`config.mk`:
```
export PLATFORM = sky130hd
export DESIGN_NAME = shadow_dump_ctrl_flat
export DESIGN_NICKNAME = d
export VERILOG_FILES = /design/src/rtl/shadow_dump_if.sv /design/src/rtl/shadow_dump_ctrl.sv /design/src/flat_wrapper.sv
export SDC_FILE = /design/constraint.sdc
export NUM_CORES = 1
export LEC_CHECK = 0
export ABC_AREA = 1
export CAP_MARGIN = 0
export CORE_MARGIN = 3
export CORE_UTILIZATION = 33
export CTS_CLUSTER_DIAMETER = 100
export DETAILED_ROUTE_END_ITERATION = 8
export GPL_TIMING_DRIVEN = 0
export SKIP_CTS_REPAIR_TIMING = 1
export SLEW_MARGIN = 20
export SYNTH_ARGS = -nofsm -noshare
export SYNTH_HDL_FRONTEND = slang
export SYNTH_SLANG_ARGS = --single-unit
```
`constraint.sdc`:
```
create_clock -name clk -period 1.52 [get_ports clk]
set_input_delay 0.228 -clock clk [delete_from_list [all_inputs] [get_ports clk]]
set_output_delay 0.228 -clock clk [all_outputs]
set_load 0.05 [all_outputs]
```
`src/rtl/shadow_dump_if.sv`:
```
// Handshake bundle between the shadow dump sequencer and the scan chains / consumer.
// The slave modport is the controller's view; master is the environment's view.
interface shadow_dump_if #(
    parameter int NUM_CHAINS = 3,
    parameter int CNT_W      = 16
);
    logic                  trigger;
    logic [NUM_CHAINS-1:0] chain_mask;
    logic [NUM_CHAINS-1:0] chain_data;
    logic [NUM_CHAINS-1:0] chain_vld;
    logic [NUM_CHAINS-1:0] chain_done;
    logic                  capture_en;
    logic [NUM_CHAINS-1:0] chain_dump_en;
    logic                  dout;
    logic                  dout_vld;
    logic                  busy;
    logic                  dump_done;
    logic [CNT_W-1:0]      bit_count;
    logic                  timeout_err;

    modport slave (
        input  trigger, chain_mask, chain_data, chain_vld, chain_done,
        output capture_en, chain_dump_en, dout, dout_vld, busy, dump_done,
               bit_count, timeout_err
    );

    modport master (
        output trigger, chain_mask, chain_data, chain_vld, chain_done,
        input  capture_en, chain_dump_en, dout, dout_vld, busy, dump_done,
               bit_count, timeout_err
    );
endinterface

```
`src/rtl/shadow_dump_ctrl.sv`:
```
// Sequences a snapshot capture and then dumps each selected shadow chain in turn,
// forwarding its serial bits on a single registered stream.
module shadow_dump_ctrl #(
    parameter int NUM_CHAINS = 3,
    parameter int CNT_W      = 16,
    parameter int TIMEOUT    = 255
) (
    input  logic          clk,
    input  logic          rst,
    shadow_dump_if.slave  bus
);
    localparam int IDX_W = (NUM_CHAINS > 1) ? $clog2(NUM_CHAINS) : 1;

    typedef enum logic [2:0] {
        S_IDLE,
        S_CAPTURE,
        S_SELECT,
        S_DUMP,
        S_DONE
    } state_t;

    state_t                state_q, state_d;
    logic [NUM_CHAINS-1:0] pend_q, pend_d;
    logic [IDX_W-1:0]      idx_q, idx_d, low_idx;
    logic [CNT_W-1:0]      bit_cnt_q, bit_cnt_d;
    logic [CNT_W-1:0]      idle_q, idle_d;
    logic                  dout_q, dout_d;
    logic                  dvld_q, dvld_d;
    logic                  terr_q, terr_d;
    logic                  cur_vld, cur_done, cur_data;

    // Lowest pending chain wins; scan from the top so the last hit is the lowest index.
    always_comb begin
        low_idx = '0;
        for (int i = NUM_CHAINS - 1; i >= 0; i--) begin
            if (pend_q[i]) low_idx = IDX_W'(i);
        end
    end

    assign cur_vld  = bus.chain_vld[idx_q];
    assign cur_done = bus.chain_done[idx_q];
    assign cur_data = bus.chain_data[idx_q];

    always_comb begin
        state_d   = state_q;
        pend_d    = pend_q;
        idx_d     = idx_q;
        bit_cnt_d = bit_cnt_q;
        idle_d    = idle_q;
        dout_d    = dout_q;
        dvld_d    = 1'b0;
        terr_d    = terr_q;
        case (state_q)
            S_IDLE: begin
                if (bus.trigger) begin
                    state_d   = S_CAPTURE;
                    pend_d    = bus.chain_mask;
                    bit_cnt_d = '0;
                    terr_d    = 1'b0;
                end
            end
            S_CAPTURE: state_d = S_SELECT;
            S_SELECT: begin
                idle_d = '0;
                if (pend_q == '0) begin
                    state_d = S_DONE;
                end else begin
                    idx_d   = low_idx;
                    state_d = S_DUMP;
                end
            end
            S_DUMP: begin
                if (cur_vld) begin
                    dvld_d = 1'b1;
                    dout_d = cur_data;
                    idle_d = '0;
                    if (bit_cnt_q != '1) bit_cnt_d = bit_cnt_q + 1'b1;
                end else begin
                    idle_d = idle_q + 1'b1;
                end
                // Completion beats timeout; a bit arriving with done is still forwarded above.
                if (cur_done) begin
                    pend_d[idx_q] = 1'b0;
                    state_d       = S_SELECT;
                end else if (!cur_vld && idle_q == CNT_W'(TIMEOUT - 1)) begin
                    pend_d[idx_q] = 1'b0;
                    terr_d        = 1'b1;
                    state_d       = S_SELECT;
                end
            end
            S_DONE:  state_d = S_IDLE;
            default: state_d = S_IDLE;
        endcase
    end

    always_ff @(posedge clk or posedge rst) begin
        if (rst) begin
            state_q   <= S_IDLE;
            pend_q    <= '0;
            idx_q     <= '0;
            bit_cnt_q <= '0;
            idle_q    <= '0;
            dout_q    <= 1'b0;
            dvld_q    <= 1'b0;
            terr_q    <= 1'b0;
        end else begin
            state_q   <= state_d;
            pend_q    <= pend_d;
            idx_q     <= idx_d;
            bit_cnt_q <= bit_cnt_d;
            idle_q    <= idle_d;
            dout_q    <= dout_d;
            dvld_q    <= dvld_d;
            terr_q    <= terr_d;
        end
    end

    assign bus.capture_en    = (state_q == S_CAPTURE);
    assign bus.chain_dump_en = (state_q == S_DUMP) ? (NUM_CHAINS'(1) << idx_q) : '0;
    assign bus.busy          = (state_q != S_IDLE);
    assign bus.dump_done     = (state_q == S_DONE);
    assign bus.dout          = dout_q;
    assign bus.dout_vld      = dvld_q;
    assign bus.bit_count     = bit_cnt_q;
    assign bus.timeout_err   = terr_q;
endmodule

```
`src/flat_wrapper.sv`:
```
// flat-port wrapper written by rule: the top's interface ports become plain ports
module shadow_dump_ctrl_flat 
#(
    parameter int NUM_CHAINS = 3,
    parameter int CNT_W      = 16,
    parameter int TIMEOUT    = 255
)
  (clk, rst, bus_trigger, bus_chain_mask, bus_chain_data, bus_chain_vld, bus_chain_done, bus_capture_en, bus_chain_dump_en, bus_dout, bus_dout_vld, bus_busy, bus_dump_done, bus_bit_count, bus_timeout_err);
  shadow_dump_if #(.NUM_CHAINS(NUM_CHAINS), .CNT_W(CNT_W)) bus_i ();
  input  logic clk;
  input  logic rst;
  input wire logic [$bits(bus_i.trigger)-1:0] bus_trigger;
  input wire logic [$bits(bus_i.chain_mask)-1:0] bus_chain_mask;
  input wire logic [$bits(bus_i.chain_data)-1:0] bus_chain_data;
  input wire logic [$bits(bus_i.chain_vld)-1:0] bus_chain_vld;
  input wire logic [$bits(bus_i.chain_done)-1:0] bus_chain_done;
  output wire logic [$bits(bus_i.capture_en)-1:0] bus_capture_en;
  output wire logic [$bits(bus_i.chain_dump_en)-1:0] bus_chain_dump_en;
  output wire logic [$bits(bus_i.dout)-1:0] bus_dout;
  output wire logic [$bits(bus_i.dout_vld)-1:0] bus_dout_vld;
  output wire logic [$bits(bus_i.busy)-1:0] bus_busy;
  output wire logic [$bits(bus_i.dump_done)-1:0] bus_dump_done;
  output wire logic [$bits(bus_i.bit_count)-1:0] bus_bit_count;
  output wire logic [$bits(bus_i.timeout_err)-1:0] bus_timeout_err;
  assign bus_i.trigger = bus_trigger;
  assign bus_i.chain_mask = bus_chain_mask;
  assign bus_i.chain_data = bus_chain_data;
  assign bus_i.chain_vld = bus_chain_vld;
  assign bus_i.chain_done = bus_chain_done;
  assign bus_capture_en = bus_i.capture_en;
  assign bus_chain_dump_en = bus_i.chain_dump_en;
  assign bus_dout = bus_i.dout;
  assign bus_dout_vld = bus_i.dout_vld;
  assign bus_busy = bus_i.busy;
  assign bus_dump_done = bus_i.dump_done;
  assign bus_bit_count = bus_i.bit_count;
  assign bus_timeout_err = bus_i.timeout_err;
  shadow_dump_ctrl #(.NUM_CHAINS(NUM_CHAINS), .CNT_W(CNT_W), .TIMEOUT(TIMEOUT)) u_core (.clk(clk), .rst(rst), .bus(bus_i));
endmodule
```
# == Word-level counts from Yosys, hierarchy flattened ==
# Cells that the tools add are included.
# totals
wordCells,75
out_inout_bits,25
regBits,43
# op_classes
reduce_logical,14
shift,1
n_bitwise,3
n_eq_ne,12
magnitude_cmp,2
add_sub_neg,2
mux,33
# ops
cell,n
16-bit two-way mux,4
16-bit one-hot mux with 2 select lines,2
"16-bit by 1-bit adder with 16-bit output, second input constant",2
3-bit two-way mux,8
"16-bit by 8-bit == test with 1-bit output, second input constant",1
"16-bit inequality test, second input constant",1
3-bit one-hot mux with 4 select lines,1
1-bit two-way mux,9
4-bit AND reduction,2
1-bit binary-select mux with 2-bit select,3
"3-bit by 2-bit == test with 1-bit output, second input constant",2
3-bit logical NOT,2
2-bit two-way mux,3
"2-bit by 1-bit inequality test with 1-bit output, second input constant",3
3-bit one-hot mux with 2 select lines,1
2-bit AND reduction,3
"2-bit inequality test, second input constant",2
2-bit nonzero test,2
3-bit bitwise AND,1
"3-bit by 1-bit == test with 1-bit output, second input constant",1
"3-bit == test, second input constant",1
"2-bit by 3-bit < comparator with 1-bit output, second input constant",1
"3-bit by 1-bit inequality test with 1-bit output, second input constant",1
3-bit inverter,1
other kinds (9),10

# == Logic depth before layout (Yosys ltp) ==
# Gate-level depths: netlist of the first run.
# depth
depth_word,9
ltp_mapped,11

# == Least setup slack after synthesis of the first run ==
# No wires, ideal clock.
# synth_path
path_type,flip-flop to flip-flop
start,"register u_core.bit_cnt_q[0], in the netlist u_core.bus.bit_count[0]"
end,"register u_core.bit_cnt_q[13], in the netlist u_core.bus.bit_count[13]"
t_required_ns,1.446
t_arrival_ns,1.787
setup_slack_ns,-0.341
setup_ns,0.074
path_stages_with_launch,10
path_buffers,1
synth_period_minus_slack_ns,1.861
path_cell_list,dfrtp_1 > ha_1 > nand2_2 > nor2_2 > nand2_1 > nand3b_4 > nand3_4 > buf_6 > nand2_2 > o21ai_2
# synth_between
elab_chain_len,4
# synth_lines
item,line_no,rtl
"start, declared",shadow_dump_ctrl.sv:25,"logic [CNT_W-1:0] bit_cnt_q, bit_cnt_d;"
"start signal, assigned",shadow_dump_ctrl.sv:110,bit_cnt_q <= bit_cnt_d;
16-bit by 1-bit adder with 16-bit output,shadow_dump_ctrl.sv:77,if (bit_cnt_q != '1) bit_cnt_d = bit_cnt_q + 1'b1;
16-bit two-way mux,shadow_dump_ctrl.sv:77,
16-bit two-way mux,shadow_dump_ctrl.sv:73,if (cur_vld) begin
16-bit one-hot mux with 2 select lines,shadow_dump_ctrl.sv:53,case (state_q)
# Several ways; a longest one is shown, not always the timed one. The select of a mux whose other input is x is not followed.
# A chain may end at the register's enable or synchronous reset.

# == Worst setup path after layout of the first run ==
# layout_path
start,register u_core.state_q[2]
end,output port bus_chain_dump_en[2]
# layout_between
elab_chain_len,2
# layout_lines
item,line_no,rtl
"start, declared",shadow_dump_ctrl.sv:22,"state_t state_q, state_d;"
"start signal, assigned",shadow_dump_ctrl.sv:107,state_q <= state_d;
3-bit by 2-bit == test with 1-bit output,shadow_dump_ctrl.sv:119,assign bus.chain_dump_en = (state_q == S_DUMP) ? (NUM_CHAINS'(1) << idx_q) : '0;
3-bit two-way mux,shadow_dump_ctrl.sv:119,
"end, declared",flat_wrapper.sv:18,output wire logic [$bits(bus_i.chain_dump_en)-1:0] bus_chain_dump_en;
# Every way passes these cells.

==> flow_summary.json, run 1 <==
{
  "status": "finished, violations left",
  "violations": "negative setup slack",
  "reg2reg_to": "u_core.bus.bit_count[6]",
  "peakVddDrop_mv": 1.29,
  "initial_core_util": 0.347,
  "die_w_um": 97.1,
  "fmax_mhz": 596,
  "p_per_area_nw_per_um2": 1360,
  "place_ws_ns": -0.742,
  "critPathBufInv": 4,
  "clk_latency_ns": 0.29,
  "cts_root_buffer": "clkbuf_8",
  "yosys-top-cells-count": "nand2_1 (113), nor2_1 (47), dfrtp_1 (43)",
  "slew_violations": 0,
  "synthFlopType": "dfrtp_1",
  "cp_top_family": "buffers and inverters",
  "cp.required_ns": 1.29,
  "drt-total-wl_um": 7310,
  "synth_nets": 399,
  "leakage_nw": 2.03,
  "worstMarginPinSlew_ns": 0.530,
  "critPathLaunch": "u_core.state_q[2]",
  "grt_pass1_wl_um": 11600,
  "max_cap_viol_count": 0,
  "synthDominantCellAreaShare": 0.393,
  "setup_viol": 20,
  "die_y_um": 97.1,
  "dp.cells": 523,
  "ios": 40,
  "cp-end-kind": "output pin",
  "firstDrtPassIters": 4,
  "fin_area_sq_um": 3850,
  "crit_chain": "inv_2 -> nand2_4 -> nor2_8 -> inv_8 -> buf_12 -> nor2_4 -> buf_8",
  "syn_inst": 381,
  "crit_path_end": "bus_chain_dump_en[2]",
  "cpMaxStageDelayCell": "dfrtp_1",
  "synth_seq_area_share": 0.393,
  "synth_area_per_cell_sq_um": 7.19,
  "placed_cell_area_sq_um": 3340,
  "overflow": 0,
  "relSlewSlack": 0.647,
  "reg2reg_slack_ns": -0.10,
  "clk_path_buf_depth": 2,
  "hold_class": "primary input to asynchronous set/reset pin",
  "fin_crit_sh": 1.10,
  "critical_path_class": "flop to output pin",
  "portBuffers": 39,
  "row_count": 32,
  "grt_max_degree": 25,
  "finalHoldViolCount": 0,
  "cts_sinks": 43,
  "clkTransAtPathRegs_ns": 0.09,
  "syn_area_sq_um": 2740,
  "fp.coreArea_sq_um": 7890,
  "antenna_found_initial": 0,
  "post_drt_wl_per_cell_um": 13.2,
  "vias": 2659,
  "ys_warn_count": 0,
  "post-dp-hpwl_um": 5130,
  "ys_ff_latch": 43,
  "max_stage_delay_ns": 0.40,
  "layout.cells.non_filler": 555,
  "synth_edf_count": 0,
  "drtAntennaViolNets": 0,
  "yosys.cell_types.count": 33,
  "synth_largest_area_cell": "dfrtp_1",
  "yosysMostFrequentCell": "nand2_1",
  "layout-drive-gt1-share": 0.278,
  "postSynth.asyncResetShare": 1.00,
  "skew_ns": 0.00992,
  "vias_per_cell": 4.79,
  "min_period_ns": 1.68,
  "antenna-diode-count": 0,
  "rsz0062_at_grt": "yes",
  "grt_use_total": 0.145,
  "grt_pass1_vias": 2440,
  "cp.depth": 7,
  "r2r_start": "u_core.state_q[2]",
  "gp_congestion": 0.844,
  "numCtsBuffers": 5,
  "fin_ws_ns": -0.157,
  "route.detailed.drc": 0,
  "h-tree-depth": 2,
  "die-area_sq_um": 9420,
  "syn_to_final_growth_pct": 40.8,
  "cts_tree": "done",
  "worst_r2r_path_depth": 10,
  "synth_area_leaders": "dfrtp_1 (39%), nand2_1 (15%), nor2_1 (6.4%)",
  "dr.first_iter.drc_count": 124,
  "critPathLaunchType": "flop",
  "arrival_ns": 1.45,
  "layout.nets": 470,
  "critPathMaxFanout": 5
}
-- area by class of cell --
| cell class | count | area (sq um) |
|---|---|---|
| plain buffers | 5 | 70.1 |
| clock buffers | 7 | 76.3 |
| clock inverters | 1 | 5.00 |
| fillers | 759 | 4030 |
| inverters | 47 | 184 |
| multi-input cells | 285 | 1610 |
| flip-flops and latches | 43 | 1090 |
| well taps | 102 | 128 |
| repair buffers | 65 | 687 |
-- worst min path at each step --
stage / startpoint / endpoint / slack, ns / depth (start not counted)
after detailed placement: u_core.bus.dout / u_core.bus.dout / 0.48 / 2
after floorplan: bus_trigger / u_core.state_q[0] / 0.42 / 2
after global routing: rst / u_core.bus.bit_count[15] / 0.30 / 2
final: rst / u_core.bus.bit_count[14] / 0.26 / 2
after CTS: rst / u_core.bus.bit_count[14] / 0.28 / 2
after global placement: u_core.bus.dout / u_core.bus.dout / 0.47 / 2
-- per-layer routing --
metal	vias up	GRT usage	part of all wire	wire, um
met3	4	0.0258	0.031	223
li1	1354	-	-	-
met5	-	0	0	0
met2	42	0.238	0.49	3580
met4	0	0.0238	0.0060	44
met1	1259	0.203	0.47	3460
-- per-stage QoR --
step	hold WS (ns)	setup TNS, ns	utilization	power [W]
6_report	0.263	-1.81	0.489	0.00522
5_1_grt	0.296	-4.59	0.489	0.00560
4_1_cts	0.278	-11.58	0.434	0.00448
3_5_place_dp	0.478	-5.18	0.423	0.00375
3_3_place_gp	0.472	-37.59	0.421	0.00372
2_1_floorplan	0.421	-1.10	-	0.00312
-- worst reg2reg max path, stage by stage, from the launching register on --
cell and delay [ns]:
dfrtp_1 0.40, inv_2 0.10, nand2_4 0.08, nor2_8 0.17, inv_8 0.05, buf_4 0.16, o21ai_4 0.07, nand3_4 0.18
buf_12 0.21, nand2_2 0.06, o21ai_2 0.05
-- flip-flops by register name, indices dropped and copies added (netlist names) --
signal	flops
u_core.bus.bit_count	16
u_core.idle_q	16
u_core.pend_q	3
u_core.state_q	3
u_core.idx_q	2
u_core.bus.dout	1
u_core.bus.dout_vld	1
u_core.bus.timeout_err	1
-- layout by cell type, fill, tap and decap left out, drive strengths merged, types with 10 or more instances in the layout --
master,n
nand3,36
dlymetal6s2s,19
clkdlybuf4s50,14
nand2,122
nand4,10
dfrtp,43
clkbuf,10
nor2,56
buf,34
inv,47
o21ai,25
-- report_power, final --
| part | internal [W] | total (W) | switching [W] |
|---|---|---|---|
| Clock | 0.000324 | 0.000717 | 0.000393 |
| Combinational | 0.00121 | 0.00301 | 0.00180 |
| Sequential | 0.00131 | 0.00150 | 0.000190 |
| Total | 0.00285 | 0.00522 | 0.00238 |
-- cells by family after synthesis --
group	Yosys count	share of synthesized area
AND/OR/NAND/NOR	235	0.389
AO/OA/AOI/OAI	36	0.0882
adder cells (fa/ha/maj)	3	0.0137
XOR/XNOR	11	0.0352
buffers and inverters	53	0.0804
flip-flops	43	0.393
Power figures use the tool's default switching activity.
==> run 2: changes to the inputs <==
Settings changed: CELL_PAD_IN_SITES_DETAIL_PLACEMENT set to 1, CELL_PAD_IN_SITES_GLOBAL_PLACEMENT set to 1, PLACE_DENSITY_LB_ADDON set to 0.15, RECOVER_POWER set to 100.
==> run 2 against run 1 <==
Against the previous run:
- the run still ends with negative setup slack left
- routed wire length rose by 17%
- non-clock buffer count rose by 11
- clock power rose by 6.4%
- register-to-register slack improved by 0.02 ns
- first-iteration DRC count fell by 46%
- utilization rose by 1.7 points
- via count rose by 4.5%
==> flow_summary.json, run 2 (synthesized netlist as in run 1, its figures left out) <==
{
  "status": "finished, violations left",
  "violations": "negative setup slack",
  "critPathBufInv": 4,
  "cts_sinks": 43,
  "firstDrtPassIters": 4,
  "grt_pass1_wl_um": 13100,
  "portBuffers": 39,
  "finalHoldViolCount": 0,
  "layout.nets": 481,
  "slew_violations": 0,
  "numCtsBuffers": 5,
  "cpMaxStageDelayCell": "dfrtp_1",
  "layout-drive-gt1-share": 0.347,
  "setup_viol": 22,
  "layout.cells.non_filler": 566,
  "arrival_ns": 1.48,
  "post-dp-hpwl_um": 5850,
  "dp.cells": 523,
  "p_per_area_nw_per_um2": 1400,
  "ios": 40,
  "die_w_um": 97.1,
  "peakVddDrop_mv": 0.679,
  "max_stage_delay_ns": 0.40,
  "fp.coreArea_sq_um": 7890,
  "worst_r2r_path_depth": 9,
  "syn_to_final_growth_pct": 45.6,
  "fin_crit_sh": 1.12,
  "leakage_nw": 2.03,
  "fill_cells": 968,
  "final_common_cell": "nand2_1",
  "critical_path_class": "flop to output pin",
  "skew_ns": 0.00590,
  "crit_chain": "inv_2 -> nand2_4 -> nor2_8 -> inv_6 -> buf_12 -> nor2_4 -> buf_6",
  "die_y_um": 97.1,
  "drt-total-wl_um": 8590,
  "antenna_found_initial": 0,
  "overflow": 0,
  "cp.required_ns": 1.29,
  "placed_cell_area_sq_um": 3340,
  "cp_top_family": "buffers and inverters",
  "layout_common_cells": "nand2_1 (96), nor2_1 (36), inv_1 (34), nand3_1 (32), buf_4 (27)",
  "vias": 2778,
  "relSlewSlack": 0.606,
  "initial_core_util": 0.347,
  "grt_pass1_vias": 2677,
  "row_count": 32,
  "die-area_sq_um": 9420,
  "fin_area_sq_um": 3990,
  "critPathLaunchType": "flop",
  "max_cap_viol_count": 0,
  "critPathMaxFanout": 10,
  "vias_per_cell": 4.91,
  "grt_max_degree": 32,
  "post_drt_wl_per_cell_um": 15.2,
  "worstMarginPinSlew_ns": 0.594,
  "route.detailed.drc": 0,
  "clkTransAtPathRegs_ns": 0.09,
  "h-tree-depth": 2,
  "dr.first_iter.drc_count": 67,
  "grt_use_total": 0.167,
  "clk_latency_ns": 0.31,
  "gp_congestion": 0.837,
  "cp.depth": 7,
  "fmax_mhz": 585,
  "clk_path_buf_depth": 2,
  "rsz0062_at_grt": "yes",
  "fin_ws_ns": -0.189,
  "drtAntennaViolNets": 0,
  "antenna-diode-count": 0,
  "cp-end-kind": "output pin",
  "min_period_ns": 1.71,
  "hold_class": "primary input to asynchronous set/reset pin",
  "cts_root_buffer": "clkbuf_8",
  "cts_tree": "done"
}
run 2: path summary, 6_finish.rpt:
kind                                          from                       end  slack [ns]
max                              u_core.state_q[2]      bus_chain_dump_en[0]       -0.19
min                                            rst          u_core.idle_q[1]        0.37
max reg2reg                u_core.bus.bit_count[0]  u_core.bus.bit_count[13]       -0.08
min reg2reg                        u_core.bus.dout           u_core.bus.dout        0.50
max in group asynchronous                      rst   u_core.bus.bit_count[4]        0.23
min in group clk                   u_core.bus.dout           u_core.bus.dout        0.50
run 2: final cells by class:
cell class	count	area, sq um	share of cell area
clock inverter	2	12.5	0.00314
clock buffer	6	72.6	0.0182
timing repair buffer	76	729	0.183
inverter	47	184	0.0461
multi-input combinational	285	1690	0.424
buffer	5	71.3	0.0179
tap	102	128	0.0320
sequential	43	1100	0.276
run 2: stage by stage:
step / setup TNS [ns] / hold slack, ns / worst slack [ns] / utilization / power (W)
3_3_place_gp: -38.95 / 0.467 / -0.908 / 0.421 / 0.00375
5_1_grt: -3.85 / 0.408 / -0.280 / 0.505 / 0.00597
2_1_floorplan: -1.10 / 0.421 / -0.0840 / - / 0.00312
3_5_place_dp: -6.10 / 0.490 / -0.771 / 0.423 / 0.00380
4_1_cts: -12.30 / 0.188 / -1.12 / 0.434 / 0.00457
6_report: -1.51 / 0.373 / -0.189 / 0.505 / 0.00559
run 2: routing by layer:
layer  share of wire  vias to the layer above  global-route usage
met1            0.45                     1350               0.218
met3           0.028                        8              0.0395
met4           0.012                        0              0.0302
met5               0                        -                   0
li1                -                     1380                   -
met2            0.51                       40               0.283
run 2: power by group:
group	total, W	internal, W	switching (W)
sequential	0.00151	0.00131	0.000198
clock	0.000763	0.000322	0.000441
combinational	0.00332	0.00133	0.00199
==> run 3: changes to the inputs <==
Settings changed: CTS_BUF_LIST set to sky130_fd_sc_hd__clkbuf_2 sky130_fd_sc_hd__clkbuf_4 sky130_fd_sc_hd__clkbuf_8.
==> run 3 against run 2 <==
Against the previous run:
- the flow still finishes with violations (negative setup slack)
- via count rose by 0.58%
- hold slack got worse by 0.0012 ns
- utilization rose by 0.14 points
- fmax barely moved
- combinational power barely moved
- global-route usage did not move
- clock-buffer cell count did not move
- critical endpoint unchanged
==> flow_summary.json, run 3 (synthesized netlist as in run 1, its figures left out) <==
{
  "status": "finished, violations left",
  "violations": "negative setup slack",
  "gp_congestion": 0.837,
  "firstDrtPassIters": 4,
  "cts_sinks": 43,
  "wl_met1_um": 3890,
  "critPathLaunch": "u_core.state_q[2]",
  "multi_input_area_sq_um": 1690,
  "worstMarginPinSlew_ns": 0.594,
  "peakVddDrop_mv": 0.679,
  "grt_max_degree": 32,
  "max_cap_viol_count": 0,
  "fmax_mhz": 585,
  "layout_common_cells": "nand2_1 (96), nor2_1 (36), inv_1 (34), nand3_1 (32), buf_4 (28)",
  "ios": 40,
  "syn_to_final_growth_pct": 46.0,
  "portBuffers": 39,
  "tns_ns": -1.54,
  "die-area_sq_um": 9420,
  "post-dp-hpwl_um": 5850,
  "leakage_nw": 2.04,
  "finalPower_w": 0.00562,
  "dp.cells": 523,
  "clk_latency_ns": 0.31,
  "numCtsBuffers": 5,
  "hold_class": "primary input to asynchronous set/reset pin",
  "fin_crit_sh": 1.12,
  "vias_per_cell": 4.93,
  "grt_pass1_vias": 2673,
  "layout.nets": 482,
  "rsz0062_at_grt": "yes",
  "die_y_um": 97.1,
  "seq_area_sq_um": 1100,
  "clkTransAtPathRegs_ns": 0.09,
  "antenna_found_initial": 0,
  "dr.first_iter.drc_count": 64,
  "vias": 2794,
  "grt_use_total": 0.167,
  "fp.coreArea_sq_um": 7890,
  "worst_r2r_path_depth": 9,
  "r2r_start": "u_core.bus.bit_count[0]",
  "top_layer_used": "met4",
  "grt_pass1_wl_um": 13100,
  "critPathMaxFanout": 10,
  "drt-total-wl_um": 8660,
  "post_drt_wl_per_cell_um": 15.3,
  "arrival_ns": 1.48,
  "final_common_cell": "nand2_1",
  "met3WireLength_um": 256,
  "cts_root_buffer": "clkbuf_8",
  "skew_ns": 0.00638,
  "placed_cell_area_sq_um": 3340,
  "layout.cells.non_filler": 567,
  "cp-end-kind": "output pin",
  "initial_core_util": 0.347,
  "layout-drive-gt1-share": 0.351,
  "overflow": 0,
  "slew_violations": 0,
  "drtAntennaViolNets": 0,
  "antenna-diode-count": 0,
  "row_count": 32,
  "critPathLaunchType": "flop",
  "relSlewSlack": 0.606,
  "fill_cells": 969,
  "critical_path_class": "flop to output pin",
  "route.detailed.drc": 0,
  "dr_wl_met2_um": 4410,
  "setup_viol": 22,
  "fin_area_sq_um": 4000,
  "h-tree-depth": 2,
  "min_period_ns": 1.71,
  "p_per_area_nw_per_um2": 1410,
  "clk_path_buf_depth": 2,
  "finalHoldViolCount": 0,
  "fin_ws_ns": -0.189,
  "cts_tree": "done",
  "die_w_um": 97.1,
  "cp.required_ns": 1.29
}
==> run 3: per-layer routing <==
layer,GRT usage,vias to the layer above
met2,0.283,41
met1,0.218,1366
li1,-,1378
met5,0,-
met4,0.0302,0
met3,0.0395,9
==> run 3: worst paths after layout <==
check	endpoint	slack, ns
min in group clk	u_core.bus.dout	0.50
worst min register to register	u_core.bus.dout	0.50
max in group asynchronous	u_core.bus.bit_count[4]	0.23
worst min-delay path	u_core.idle_q[1]	0.37
worst max-delay path	bus_chain_dump_en[0]	-0.19
worst max register to register	u_core.bus.bit_count[13]	-0.08
==> run 3: final cells by class <==
type,count,area share
Buffer,5,0.0178
Clock buffer,6,0.0191
Clock inverter,2,0.00313
Inverter,47,0.0460
Multi-Input combinational cell,285,0.423
Sequential cell,43,0.275
Tap cell,102,0.0319
Timing Repair Buffer,77,0.184
==> run 3: stage by stage <==
step | hold WS, ns | utilization | worst slack (ns)
2_1_floorplan | 0.421 | - | -0.0840
3_3_place_gp | 0.467 | 0.421 | -0.908
3_5_place_dp | 0.490 | 0.423 | -0.771
4_1_cts | 0.188 | 0.435 | -1.12
5_1_grt | 0.407 | 0.507 | -0.280
6_report | 0.372 | 0.507 | -0.189
==> run 3: report_power, final <==
part	switching, W	leakage (nW)	internal [W]
registers	0.000198	0.559	0.00131
logic	0.00199	1.44	0.00133
clock network	0.000445	0.0446	0.000340
total	0.00264	2.04	0.00298
==> run 3: critical path, stage by stage, from the launching register on <==
cell     delay (ns)
dfrtp_1        0.40
inv_2          0.09
nand2_4        0.08
nor2_8         0.16
inv_6          0.05
buf_12         0.14
nor2_4         0.08
buf_6          0.16
